### src/rtl/gcn_pkg.sv
// ============================================================================
// Module      : gcn_pkg
// Description : Shared types and default sizes for the GCN classification
//               stage argmax scanner.
//               Contents:
//                 ARGMAX_ROWS    default number of matrix rows (nodes)
//                 ARGMAX_COLS    default number of matrix columns (classes)
//                 ARGMAX_DATA_W  default signed element width
//                 argmax_scan_state_t  row-scanner controller state
// Revision    : 1.0 - initial release
// ============================================================================
`default_nettype none

package gcn_pkg;

  localparam int ARGMAX_ROWS   = 6;
  localparam int ARGMAX_COLS   = 3;
  localparam int ARGMAX_DATA_W = 16;

  typedef enum logic [2:0] {
    IDLE  = 3'd0,
    SCAN  = 3'd1,
    DRAIN = 3'd2,
    WRITE = 3'd3,
    DONE  = 3'd4
  } argmax_scan_state_t;

endpackage

`default_nettype wire

### src/rtl/argmax_compare_unit.sv
// ============================================================================
// Module      : argmax_compare_unit
// Description : Running max / argmax tracker for one matrix row.
//               Ports:
//                 clk, reset     clock and synchronous active-high reset
//                 valid_i        data_i carries a matrix element this cycle
//                 first_i        element is column 0 (loads unconditionally)
//                 col_i          column index of the element
//                 data_i         signed element value
//                 max_nxt_o      running max including this cycle's element
//                 idx_nxt_o      column of that max
// Revision    : 1.0 - initial release
// ============================================================================
`default_nettype none

module argmax_compare_unit
  import gcn_pkg::*;
#(
  parameter int DATA_W = ARGMAX_DATA_W,
  parameter int COL_W  = 2
) (
  input  logic                     clk,
  input  logic                     reset,
  input  logic                     valid_i,
  input  logic                     first_i,
  input  logic [COL_W-1:0]         col_i,
  input  logic signed [DATA_W-1:0] data_i,
  output logic signed [DATA_W-1:0] max_nxt_o,
  output logic [COL_W-1:0]         idx_nxt_o
);

  logic signed [DATA_W-1:0] max_q, max_d;
  logic [COL_W-1:0]         idx_q, idx_d;

  // Strict greater-than: a tie never moves the index, so the lowest
  // column wins among equal values.
  always_comb begin
    max_d = max_q;
    idx_d = idx_q;
    if (valid_i && (first_i || (data_i > max_q))) begin
      max_d = data_i;
      idx_d = col_i;
    end
  end

  always_ff @(posedge clk) begin
    if (reset) begin
      max_q <= '0;
      idx_q <= '0;
    end else begin
      max_q <= max_d;
      idx_q <= idx_d;
    end
  end

  // The last element of a row is compared in the same cycle the controller
  // latches the row result, so the next-state values are exported.
  assign max_nxt_o = max_d;
  assign idx_nxt_o = idx_d;

endmodule

`default_nettype wire

### src/rtl/argmax_row_scanner.sv
// ============================================================================
// Module      : argmax_row_scanner
// Description : Scans a ROWS x COLS signed result matrix row by row, one
//               element read per cycle, and reports the argmax of each row.
//               Ports:
//                 clk, reset  clock and synchronous active-high reset
//                 start       scan request, honoured in IDLE/DONE only
//                 rd_en       element read request (1-cycle read latency)
//                 rd_row      read row address
//                 rd_col      read column address
//                 rd_data     signed element, valid 1 cycle after rd_en
//                 res_valid   1-cycle pulse, res_* describe a finished row
//                 res_row     row index of the result
//                 res_idx     argmax column of that row
//                 res_max     max value of that row
//                 busy        scan in progress
//                 done        all rows reported, held until start/reset
// Revision    : 1.0 - initial release
// ============================================================================
`default_nettype none

module argmax_row_scanner
  import gcn_pkg::*;
#(
  parameter int ROWS   = ARGMAX_ROWS,
  parameter int COLS   = ARGMAX_COLS,
  parameter int DATA_W = ARGMAX_DATA_W,
  parameter int ROW_W  = $clog2(ROWS),
  parameter int COL_W  = $clog2(COLS)
) (
  input  logic                     clk,
  input  logic                     reset,
  input  logic                     start,
  output logic                     rd_en,
  output logic [ROW_W-1:0]         rd_row,
  output logic [COL_W-1:0]         rd_col,
  input  logic signed [DATA_W-1:0] rd_data,
  output logic                     res_valid,
  output logic [ROW_W-1:0]         res_row,
  output logic [COL_W-1:0]         res_idx,
  output logic signed [DATA_W-1:0] res_max,
  output logic                     busy,
  output logic                     done
);

  localparam logic [ROW_W-1:0] LAST_ROW = ROW_W'(ROWS - 1);
  localparam logic [COL_W-1:0] LAST_COL = COL_W'(COLS - 1);

  argmax_scan_state_t       state_q;
  logic [ROW_W-1:0]         row_q;
  logic [COL_W-1:0]         col_q;
  logic                     res_valid_q;
  logic [ROW_W-1:0]         res_row_q;
  logic [COL_W-1:0]         res_idx_q;
  logic signed [DATA_W-1:0] res_max_q;

  // Read request qualifiers delayed to line up with rd_data.
  logic                     rd_vld_q;
  logic                     rd_first_q;
  logic [COL_W-1:0]         rd_col_q;

  logic signed [DATA_W-1:0] cmp_max_nxt;
  logic [COL_W-1:0]         cmp_idx_nxt;

  assign rd_en  = (state_q == SCAN);
  assign rd_row = row_q;
  assign rd_col = col_q;
  assign busy   = (state_q == SCAN) || (state_q == DRAIN) || (state_q == WRITE);
  assign done   = (state_q == DONE);

  assign res_valid = res_valid_q;
  assign res_row   = res_row_q;
  assign res_idx   = res_idx_q;
  assign res_max   = res_max_q;

  always_ff @(posedge clk) begin
    if (reset) begin
      rd_vld_q   <= 1'b0;
      rd_first_q <= 1'b0;
      rd_col_q   <= '0;
    end else begin
      rd_vld_q   <= rd_en;
      rd_first_q <= rd_en && (col_q == '0);
      rd_col_q   <= col_q;
    end
  end

  argmax_compare_unit #(
    .DATA_W (DATA_W),
    .COL_W  (COL_W)
  ) u_cmp (
    .clk       (clk),
    .reset     (reset),
    .valid_i   (rd_vld_q),
    .first_i   (rd_first_q),
    .col_i     (rd_col_q),
    .data_i    (rd_data),
    .max_nxt_o (cmp_max_nxt),
    .idx_nxt_o (cmp_idx_nxt)
  );

  always_ff @(posedge clk) begin
    if (reset) begin
      state_q     <= IDLE;
      row_q       <= '0;
      col_q       <= '0;
      res_valid_q <= 1'b0;
      res_row_q   <= '0;
      res_idx_q   <= '0;
      res_max_q   <= '0;
    end else begin
      case (state_q)
        IDLE, DONE: begin
          res_valid_q <= 1'b0;
          if (start) begin
            state_q <= SCAN;
            row_q   <= '0;
            col_q   <= '0;
          end
        end
        SCAN: begin
          // Column counter parks on the last column instead of wrapping.
          if (col_q == LAST_COL) begin
            state_q <= DRAIN;
          end else begin
            col_q <= col_q + COL_W'(1);
          end
        end
        DRAIN: begin
          // Final element of the row is on rd_data now; capture the result
          // including it so res_valid rises together with WRITE.
          state_q     <= WRITE;
          res_valid_q <= 1'b1;
          res_row_q   <= row_q;
          res_idx_q   <= cmp_idx_nxt;
          res_max_q   <= cmp_max_nxt;
        end
        WRITE: begin
          res_valid_q <= 1'b0;
          if (row_q == LAST_ROW) begin
            state_q <= DONE;
          end else begin
            state_q <= SCAN;
            row_q   <= row_q + ROW_W'(1);
            col_q   <= '0;
          end
        end
        default: begin
          state_q     <= IDLE;
          res_valid_q <= 1'b0;
        end
      endcase
    end
  end

endmodule

`default_nettype wire

### config.mk
export PLATFORM = sky130hd
export DESIGN_NAME = argmax_row_scanner
export DESIGN_NICKNAME = d
export VERILOG_FILES = /design/src/rtl/gcn_pkg.sv /design/src/rtl/argmax_compare_unit.sv /design/src/rtl/argmax_row_scanner.sv
export SDC_FILE = /design/constraint.sdc
export NUM_CORES = 1
export LEC_CHECK = 0
export ABC_AREA = 0
export CORE_ASPECT_RATIO = 1.1
export CORE_UTILIZATION = 57
export DETAILED_ROUTE_END_ITERATION = 10
export PLACE_DENSITY = 0.85
export SLEW_MARGIN = 25
export SYNTH_ARGS = -nofsm -noshare
export SYNTH_HDL_FRONTEND = slang
export SYNTH_SLANG_ARGS = --single-unit
### constraint.sdc
create_clock -name clk -period 6.05 [get_ports clk]
set_input_delay 0.605 -clock clk [delete_from_list [all_inputs] [get_ports clk]]
set_output_delay 0.605 -clock clk [all_outputs]
set_load 0.03 [all_outputs]
### Word level (Yosys, flattened, before mapping)

Cells that the tools add are included.

* register bits after elaboration: 52
* bits in latches: 0
* bits in writable memories: 0
* ROM bits: 0
* input port bits: 19
* output and inout port bits: 30
* logic and storage cells: 52
* memories: 0

* add/sub/neg operators: 2
* multipliers: 0
* div/mod/pow operators: 0
* magnitude comparators: 1
* equal/unequal tests: 10
* shift operators: 0
* muxes and demuxes: 14
* bitwise gates (word level): 0
* reduce and logical (&&, ||, !) cells: 13

Operators by type and width (count)
* 16-bit > comparator: 1
* 16-bit two-way mux: 1
* 3-bit two-way mux: 5
* 3-bit one-hot mux with 4 select lines: 1
* 2-bit two-way mux: 4
* 3-bit by 2-bit == test with 1-bit output, second input constant: 2
* 3-bit == test, second input constant: 2
* 2-bit != test, second input constant: 3
* 2-bit one-hot mux with 3 select lines: 1
* 3-bit one-hot mux with 2 select lines: 1
* 4-bit AND reduction: 1
* 3-bit by 1-bit adder with 3-bit output, second input constant: 1
* 3-bit by 1-bit == test with 1-bit output, second input constant: 1
* 3-bit logical NOT: 1
* 1-bit logical OR: 3
* 3-bit AND reduction: 1
* 3-bit nonzero test: 1
* 2-bit by 1-bit adder with 2-bit output, second input constant: 1
* 2-bit == test, second input constant: 1
* 1-bit logical AND: 2
* 2-bit logical NOT: 1
* 2-bit by 1-bit != test with 1-bit output, second input constant: 1
* 1-bit one-hot mux with 2 select lines: 1
* 2-bit AND reduction: 1
* 2 further kinds: 2

### Logic depth before layout (Yosys ltp)

Gate-level depths: netlist of the first run.

* depth in word-level cells: 4
* gate-level depth with buffers: 11

### Cells and area by module

From an unflattened synthesis of the first run, not the netlist that was laid out.

* cell total of the unflattened synthesis: 318
* area total of the unflattened synthesis: 2847.7 um^2

By module, submodules not included
* argmax_compare_unit: times used 1, cells each 159, area each 1456.4 um^2
* argmax_row_scanner: times used 1, cells each 159, area each 1391.3 um^2

### Worst setup path after synthesis of the first run

OpenSTA, ideal clock, no wires.

* path type: input-to-reg
* from: in rd_data[15]
* to: reg u_cmp.idx_q[1]
* setup time: 0.118 ns
* data arrival time: 2.362 ns
* setup slack: 3.570 ns
* stages on the path: 10
* buffers on the path: 3
* path through: ha_1 -> nand4_2 -> nor3_1 -> or4_1 -> a31oi_1 -> buf_4 -> a21oi_2 -> buf_6 -> buf_12 -> mux2i_1

* longest elaborated chain between the ends: 4

RTL lines
* from (decl): line argmax_row_scanner.sv:37 `input logic signed [DATA_W-1:0] rd_data,`
* 16-bit > comparator: line argmax_compare_unit.sv:40 `if (valid_i && (first_i || (data_i > max_q))) begin`
* 1-bit logical OR: line argmax_compare_unit.sv:40
* 1-bit logical AND: line argmax_compare_unit.sv:40
* 2-bit two-way mux: line argmax_compare_unit.sv:40
* to (signal assigned): line argmax_compare_unit.sv:52 `idx_q <= idx_d;`
* to (decl): line argmax_compare_unit.sv:33 `logic [COL_W-1:0] idx_q, idx_d;`

No other way between the ends.
A chain may end at the register's enable or synchronous reset.

### Final worst setup path of the first run

* from: in rd_data[15]
* to: reg res_max_q[6], in the netlist res_max[6]

* longest elaborated chain between the ends: 4

RTL lines
* 16-bit > comparator: line argmax_compare_unit.sv:40
* 1-bit logical OR: line argmax_compare_unit.sv:40
* 1-bit logical AND: line argmax_compare_unit.sv:40
* 16-bit two-way mux: line argmax_compare_unit.sv:40
* to (signal assigned): line argmax_row_scanner.sv:136 `res_max_q <= cmp_max_nxt;`
* to (decl): line argmax_row_scanner.sv:55 `logic signed [DATA_W-1:0] res_max_q;`

No other way between the ends.

==> summary.txt, run 1 <==
Route
  – WL/cell: 16.10 um
  – Drt via density: 6.130
  – Drt first pass iters: 4
  – Vias: 2593
  – Routed WL: 6811 um
  – Post-DRT Antenna Nets: 0
  – DRC Markers: 0
  – DRT iter0 DRCs: 143

Clock tree
  – Worst-Skew Late Latency: 0.31 ns
  – H-tree depth: 2
  – Clk slew on worst S/H paths: 0.10 ns
  – CTS root buffer: clkbuf_8
  – Num Clock Sinks: 52
  – CTS tree: done
  – CTS buffer count: 5
  – Post-CTS Resized: 0
  – CTS Buffer Depth: 2
  – # Post-CTS Setup Buffers: 0
  – Hold buffers post-CTS: 0

Synth
  – Mapped cell area: 0.002897 sq mm
  – #FFs+latches synth: 52
  – Synth Flop Type: dfxtp_1
  – Sequential area share after synthesis: 35.94%
  – Simple-gate share of the synthesized area: 24.88%
  – Mapped Nets: 370
  – Syn Inst Count: 331
  – Largest family of logic cells by synthesized area: simple AND/OR/NAND/NOR gates
  – EDFF count, synth: 0
  – Xor and xnor area share after synthesis: 0.6048%
  – Number of synthesis warnings: 0
  – Mux cell area share after synthesis: 6.566%
  – Synth Area in Compound Gates: 15.94%
  – Ys async rst share: 0%
  – Yosys cell types: 41
  – Synthesized area per cell: 8.751 sq um
  – Post-Synth Adder-Cell Area: 8.639%

Die
  – Core ar.: 0.004750 sq mm
  – Row cnt: 26
  – IO Pins: 49
  – Die extent in x: 69.97 um
  – DIE AREA: 0.005371 sq mm
  – Initial Util: 60.99%
  – Die Y: 76.77 um

Timing
  – Period Utilization, post-route: 54.50%
  – Worst-Margin Slew: 1.002 ns
  – # setup viols final: 0
  – Post-route setup TNS: 0 ns
  – Max-slew headroom: 33.19%
  – Max Clock Skew: 0.007209 ns
  – Hold Vio Cnt, Final: 0
  – RSZ-0062 raised after global routing: no
  – Crit path time final: 3.297 ns
  – Maximum clock rate: 303.3 MHz
  – Hold_ws: 0.4668 ns
  – Final Max Slew Viols: 0
  – Setup ws final: 2.753 ns

Global routing
  – Vias in the first global route: 2557
  – All-Layer GR Usage: 26.45%
  – Pin count of the biggest net entering global routing: 69
  – Initial antenna violation count: 0
  – First-pass GRT wire length: 11670 um
  – Grt ovf: 0

Place
  – Pre-CTS setup slack: 2.488 ns
  – # port buffers: 48
  – Dpl cell area: 0.003354 sq mm
  – Routability congestion estimate: 0.8104
  – Post-detail-place hpwl: 4574 um

Layout
  – Commonest cells after routing, fill and taps aside: dfxtp_1, clkdlybuf4s50_1, nand2b_1
  – Antenna Diode Count: 0
  – Filler Cells Inserted: 391
  – Share of cells above drive strength 1: 5.450%
  – Final instance area: 0.003451 sq mm
  – Area delta synth->final: 19.14%
  – Final nets: 405
  – Most common cell after layout, fill and taps aside: dfxtp_1

Setup path
  – CP Launch Type: input port
  – Reg2reg start: u_cmp.max_q[15]$_SDFF_PP0_
  – Buf/Inv on CP: 1
  – CP top delay family: compound AO/OA/AOI/OAI gates
  – CP max stage delay: 0.74 ns
  – Data arrival time of the critical path: 3.56 ns
  – Crit path max fanout: 18
  – FF-to-FF setup slack: 3.14 ns
  – CP required: 6.31 ns
  – CP max stage cell: o31ai_2
  – CP endpoint kind: register
  – Cell Chain, Critical Path: clkdlybuf4s50_1, ha_1, nand4_2, nor4_2, a21boi_1, o31ai_2, and2_1, o311a_1
  – R2r endpoint: res_max[6]$_SDFFE_PP0P_
  – WS Path Type: in2reg
  – R2R depth: 8

Pwr
  – Maximum vdd drop: 133.2 uV
  – Pwr Total: 687.4 uW
  – LEAKAGE: 1.172 nW
  – Power per Cell Area: 199.2 mW/mm^2

Hold path
  – Hold Crit Start: res_row[1]$_SDFFE_PP0P_
  – Hold Path Class: reg2reg
  – Worst Hold Path EP: res_row[1]$_SDFFE_PP0P_
  – Hold depth: 2

Job
  – Max-Cap Viols: 0

Run status
  – Status: finished, final reports clean
## per-stage QoR
step / util (%) / std cells
after floorplan: - / 331
after global placement: 70.63 / 415
after detailed placement: 70.63 / 415
after CTS: 72.66 / 423
after global routing: 72.66 / 423
final: 72.66 / 423
## state kept, by name (all words and copies together) (netlist names)
signal,flops
rd_vld_q,1
u_cmp.max_q,16
res_max,16
u_cmp.idx_q,2
state_q,3
res_row,3
rd_col,2
res_valid,1
rd_col_q,2
rd_row,3
rd_first_q,1
res_idx,2
## worst max path at each step
stage                start  cells past startpoint                        end
2_1_floorplan  rd_data[15]                     10  u_cmp.idx_q[1]$_SDFF_PP0_
3_3_place_gp   rd_data[15]                      8    res_max[4]$_SDFFE_PP0P_
3_5_place_dp   rd_data[15]                      8    res_idx[1]$_SDFFE_PP0P_
4_1_cts        rd_data[15]                      8   res_max[10]$_SDFFE_PP0P_
5_1_grt        rd_data[15]                      9  u_cmp.max_q[4]$_SDFF_PP0_
6_report       rd_data[15]                      8    res_max[6]$_SDFFE_PP0P_
## where the power goes
part	internal (mW)	leakage (nW)	switching, mW
sequential	0.350	0.421	0.00732
combinational	0.0456	0.700	0.0682
clock	0.0939	0.0516	0.122
## routing by layer
metal	global-route usage [%]	share of wire, %
met2	44.13	48
met3	4.074	4.4
met4	9.400	1.9
met5	0	0
met1	34.49	46
## worst reg2reg max path, delay by kind of cell (launching register included)
family | cells | cell delay (ns)
AO/OA/AOI/OAI | 3 | 1.15
adder cells (fa/ha/maj) | 1 | 0.32
buffers and inverters | 1 | 0.07
flip-flops | 1 | 0.34
AND/OR/NAND/NOR | 3 | 0.97
## final cells by class
cell class                      instances  area (sq um)  share of cell area (%)
Multi-Input combinational cell        232          1652                   47.86
Inverter                               23         86.33                   2.502
Tap cell                               56         70.07                   2.030
Clock inverter                          2         13.76                  0.3988
Timing Repair Buffer                   52         505.5                   14.65
Sequential cell                        52          1041                   30.17
Clock buffer                            6         82.58                   2.393
## logic make-up (layout without fill, tap and decap cells)
group | after synthesis | after routing
and+or+nand+nor | 133 | 133
AOI/OAI and AO/OA | 58 | 58
DFF | 52 | 52
buffers and inverters | 47 | 83
adders and majority gates | 20 | 20
muxes | 19 | 19
xor gates and xnor gates | 2 | 2
## synthesized netlist by cell type, drive strengths merged, types with 4 or more instances
| master | number | share of area (%) |
|---|---|---|
| inv | 22 | 2.9 |
| a311oi | 15 | 4.5 |
| nor2 | 31 | 4.0 |
| nand3 | 4 | 0.69 |
| nand2b | 38 | 8.2 |
| nand2 | 15 | 1.9 |
| nand4 | 19 | 4.3 |
| mux2i | 19 | 6.6 |
| ha | 20 | 8.6 |
| nor3 | 12 | 2.1 |
| buf | 8 | 2.4 |
| nor2b | 5 | 1.1 |
| o311a | 18 | 6.2 |
| a21oi | 14 | 2.5 |
| dfxtp | 52 | 36 |
| and2 | 4 | 0.86 |
| clkbuf | 16 | 2.1 |
No activity file was read; power rests on OpenSTA's default activity.
==> inputs of run 2 (changes only) <==
CORE_UTILIZATION = 48   (was 57)
PLACE_DENSITY = 0.76   (was 0.85)
clock period = 2.9 ns   (was 6.05 ns; I/O delays follow)
==> run 2 against run 1 <==
Flip-flop and latch count unchanged. Highest routed layer unchanged. Total power increased by 100%. Critical endpoint is now res_max[13]$_SDFFE_PP0P_. Setup slack got worse by 2.5 ns. Die area increased by 18%.
==> summary.txt, run 2 (synthesis gave the netlist of run 1 again) <==
Clock tree
  – Clk slew on worst S/H paths: 0.09 ns (about the same)
  – Hold buffers post-CTS: 0 (unchanged)
  – CTS buffer count: 5 (unchanged)
  – # Post-CTS Setup Buffers: 0 (unchanged)
  – Worst-Skew Late Latency: 0.31 ns (about the same)
  – CTS Buffer Depth: 2 (unchanged)
  – Num Clock Sinks: 52 (unchanged)
  – H-tree depth: 2 (unchanged)
  – Post-CTS Resized: 0 (unchanged)
  – CTS root buffer: clkbuf_8
  – CTS tree: done

Die
  – Die extent in x: 76.07 um (+8.7%)
  – Initial Util: 49.89% (-11 points)
  – Core ar.: 0.005806 sq mm (+22%)
  – Die Y: 83.48 um (+8.7%)
  – IO Pins: 49 (unchanged)
  – DIE AREA: 0.006350 sq mm (+18%)
  – Row cnt: 29 (+12%)

Layout
  – Area delta synth->final: 21.34%
  – Multi-input gate area: 0.001652 sq mm (unchanged)
  – Most common cell after layout, fill and taps aside: dfxtp_1
  – Antenna Diode Count: 0 (unchanged)
  – Commonest cells after routing, fill and taps aside: dfxtp_1, clkdlybuf4s50_1, nand2b_1
  – Filler Cells Inserted: 541 (+38%)
  – Share of cells above drive strength 1: 6.971% (+1.5 points)
  – Sequential cell area: 0.001041 sq mm (unchanged)
  – Final nets: 412 (+1.7%)

Setup path
  – CP endpoint kind: register
  – Data arrival time of the critical path: 2.81 ns (-0.75 ns)
  – CP required: 3.10 ns (-3.21 ns)
  – Crit path max fanout: 18 (unchanged)
  – WS Path Type: in2reg
  – CP Launch Type: input port

Route
  – Drt first pass iters: 4 (unchanged)
  – Post-DRT Antenna Nets: 0 (unchanged)
  – DRC Markers: 0 (unchanged)
  – Vias: 2562 (-1.2%)
  – Drt via density: 5.693 (-7.1%)
  – WL/cell: 14.78 um (-8.2%)
  – Routed WL: 6650 um (-2.4%)
  – DRT iter0 DRCs: 144 (+0.70%)

Pwr
  – Logic pwr share: 17.9% (+1.3 points)
  – Sequential share of power: 53.4% (+1.4 points)
  – Power Internal: 1.001 mW (+100%)
  – Sw power: 395.2 uW (+100%)
  – Net Sw Frac: 28.31% (-0.43 points)
  – LEAKAGE: 1.195 nW (+1.9%)
  – Maximum vdd drop: 243.7 uV (+83%)
  – Power share of the clock group: 28.7% (-2.7 points)
  – Power per Cell Area: 397.3 mW/mm^2 (+99%)

Timing
  – Hold Vio Cnt, Final: 0 (unchanged)
  – Period Utilization, post-route: 90.04%
  – Maximum clock rate: 383.0 MHz
  – Post-route setup TNS: 0 ns (unchanged)
  – Worst-Margin Slew: 0.6981 ns (-0.3041 ns)
  – Final Max Slew Viols: 0 (unchanged)
  – Max-slew headroom: 53.35% (+20 points)
  – RSZ-0062 raised after global routing: no
  – Max Clock Skew: 0.008804 ns (+0.001595 ns)
  – Setup ws final: 0.2889 ns (-2.464 ns)
  – Crit path time final: 2.611 ns
  – # setup viols final: 0 (unchanged)

Global routing
  – Initial antenna violation count: 0 (unchanged)
  – Pin count of the biggest net entering global routing: 49 (-29%)
  – Vias in the first global route: 2398 (-6.2%)
  – Grt ovf: 0 (unchanged)
  – First-pass GRT wire length: 11180 um (-4.2%)
  – All-Layer GR Usage: 21.51% (-4.9 points)

Hold path
  – Hold Path Class: reg2reg

Job
  – Max-Cap Viols: 0 (unchanged)

Run status
  – Status: finished, final reports clean

Place
  – Pre-CTS setup slack: -0.03157 ns (-2.519 ns)
  – Routability congestion estimate: 0.8485 (+4.7%)
  – # port buffers: 48 (unchanged)
  – Post-detail-place hpwl: 4644 um (+1.5%)
[run 2: cell count changes in the layout (fill, tap and decap cells not counted)]
cell and change:
inv_6 -1, clkbuf_8 -1, buf_4 +7, clkinvlp_4 +1
[run 2: area by class of cell]
type                       instances  area share [%]
clock buffer                       5           1.958
clock inverter                     2          0.3560
inverter                          23           2.456
multi-input combinational        232           46.99
sequential                        52           29.62
tap                               77           2.741
timing repair buffer              59           15.88
[run 2: worst max-delay path, cell delays in order]
cell,delay [ns]
clkdlybuf4s50_1,0.47
ha_1,0.38
nand4_2,0.18
nor4_2,0.36
nand4_1,0.20
a31oi_1,0.32
buf_4,0.31
nand4_1,0.15
o311a_1,0.14
[run 2: power groups by stage]
stage	Sequential, mW	Combinational (mW)	Clock, mW
4_1_cts	0.746	0.250	0.415
2_1_floorplan	0.764	0.158	0
3_5_place_dp	0.763	0.249	0
3_3_place_gp	0.762	0.244	0
5_1_grt	0.748	0.275	0.450
6_report	0.746	0.251	0.400
[run 2: final timing paths]
path,depth (start not counted),startpoint,endpoint,slack [ns]
worst min-delay path,2,res_row[2]$_SDFFE_PP0P_,res_row[2]$_SDFFE_PP0P_,0.46
worst min register to register,2,res_row[2]$_SDFFE_PP0P_,res_row[2]$_SDFFE_PP0P_,0.46
worst max-delay path,9,rd_data[15],res_max[13]$_SDFFE_PP0P_,0.29
worst max register to register,9,u_cmp.max_q[15]$_SDFF_PP0_,res_max[13]$_SDFFE_PP0P_,0.39
[run 2: routing by layer]
layer  vias up  GRT usage [%]  share of wire, %  wire length [um]
li1       1272              -                 -                 -
met3         9          3.716               4.8               318
met4         0          6.469               1.4                92
met5         -              0                 0                 0
met1      1215          27.25                46              3085
met2        66          37.27                47              3153
[run 2: through the flow]
step | cell area, sq um | utilization (%) | hold slack (ns) | power, mW | cells
after floorplan | 2897 | - | 0.4260 | 0.9218 | 331
final | 3515 | 60.54 | 0.4584 | 1.396 | 450
after global routing | 3515 | 60.54 | 0.4816 | 1.473 | 450
after global placement | 3433 | 59.14 | 0.4426 | 1.006 | 443
after detailed placement | 3433 | 59.14 | 0.4462 | 1.012 | 443
after CTS | 3515 | 60.54 | 0.4595 | 1.411 | 450
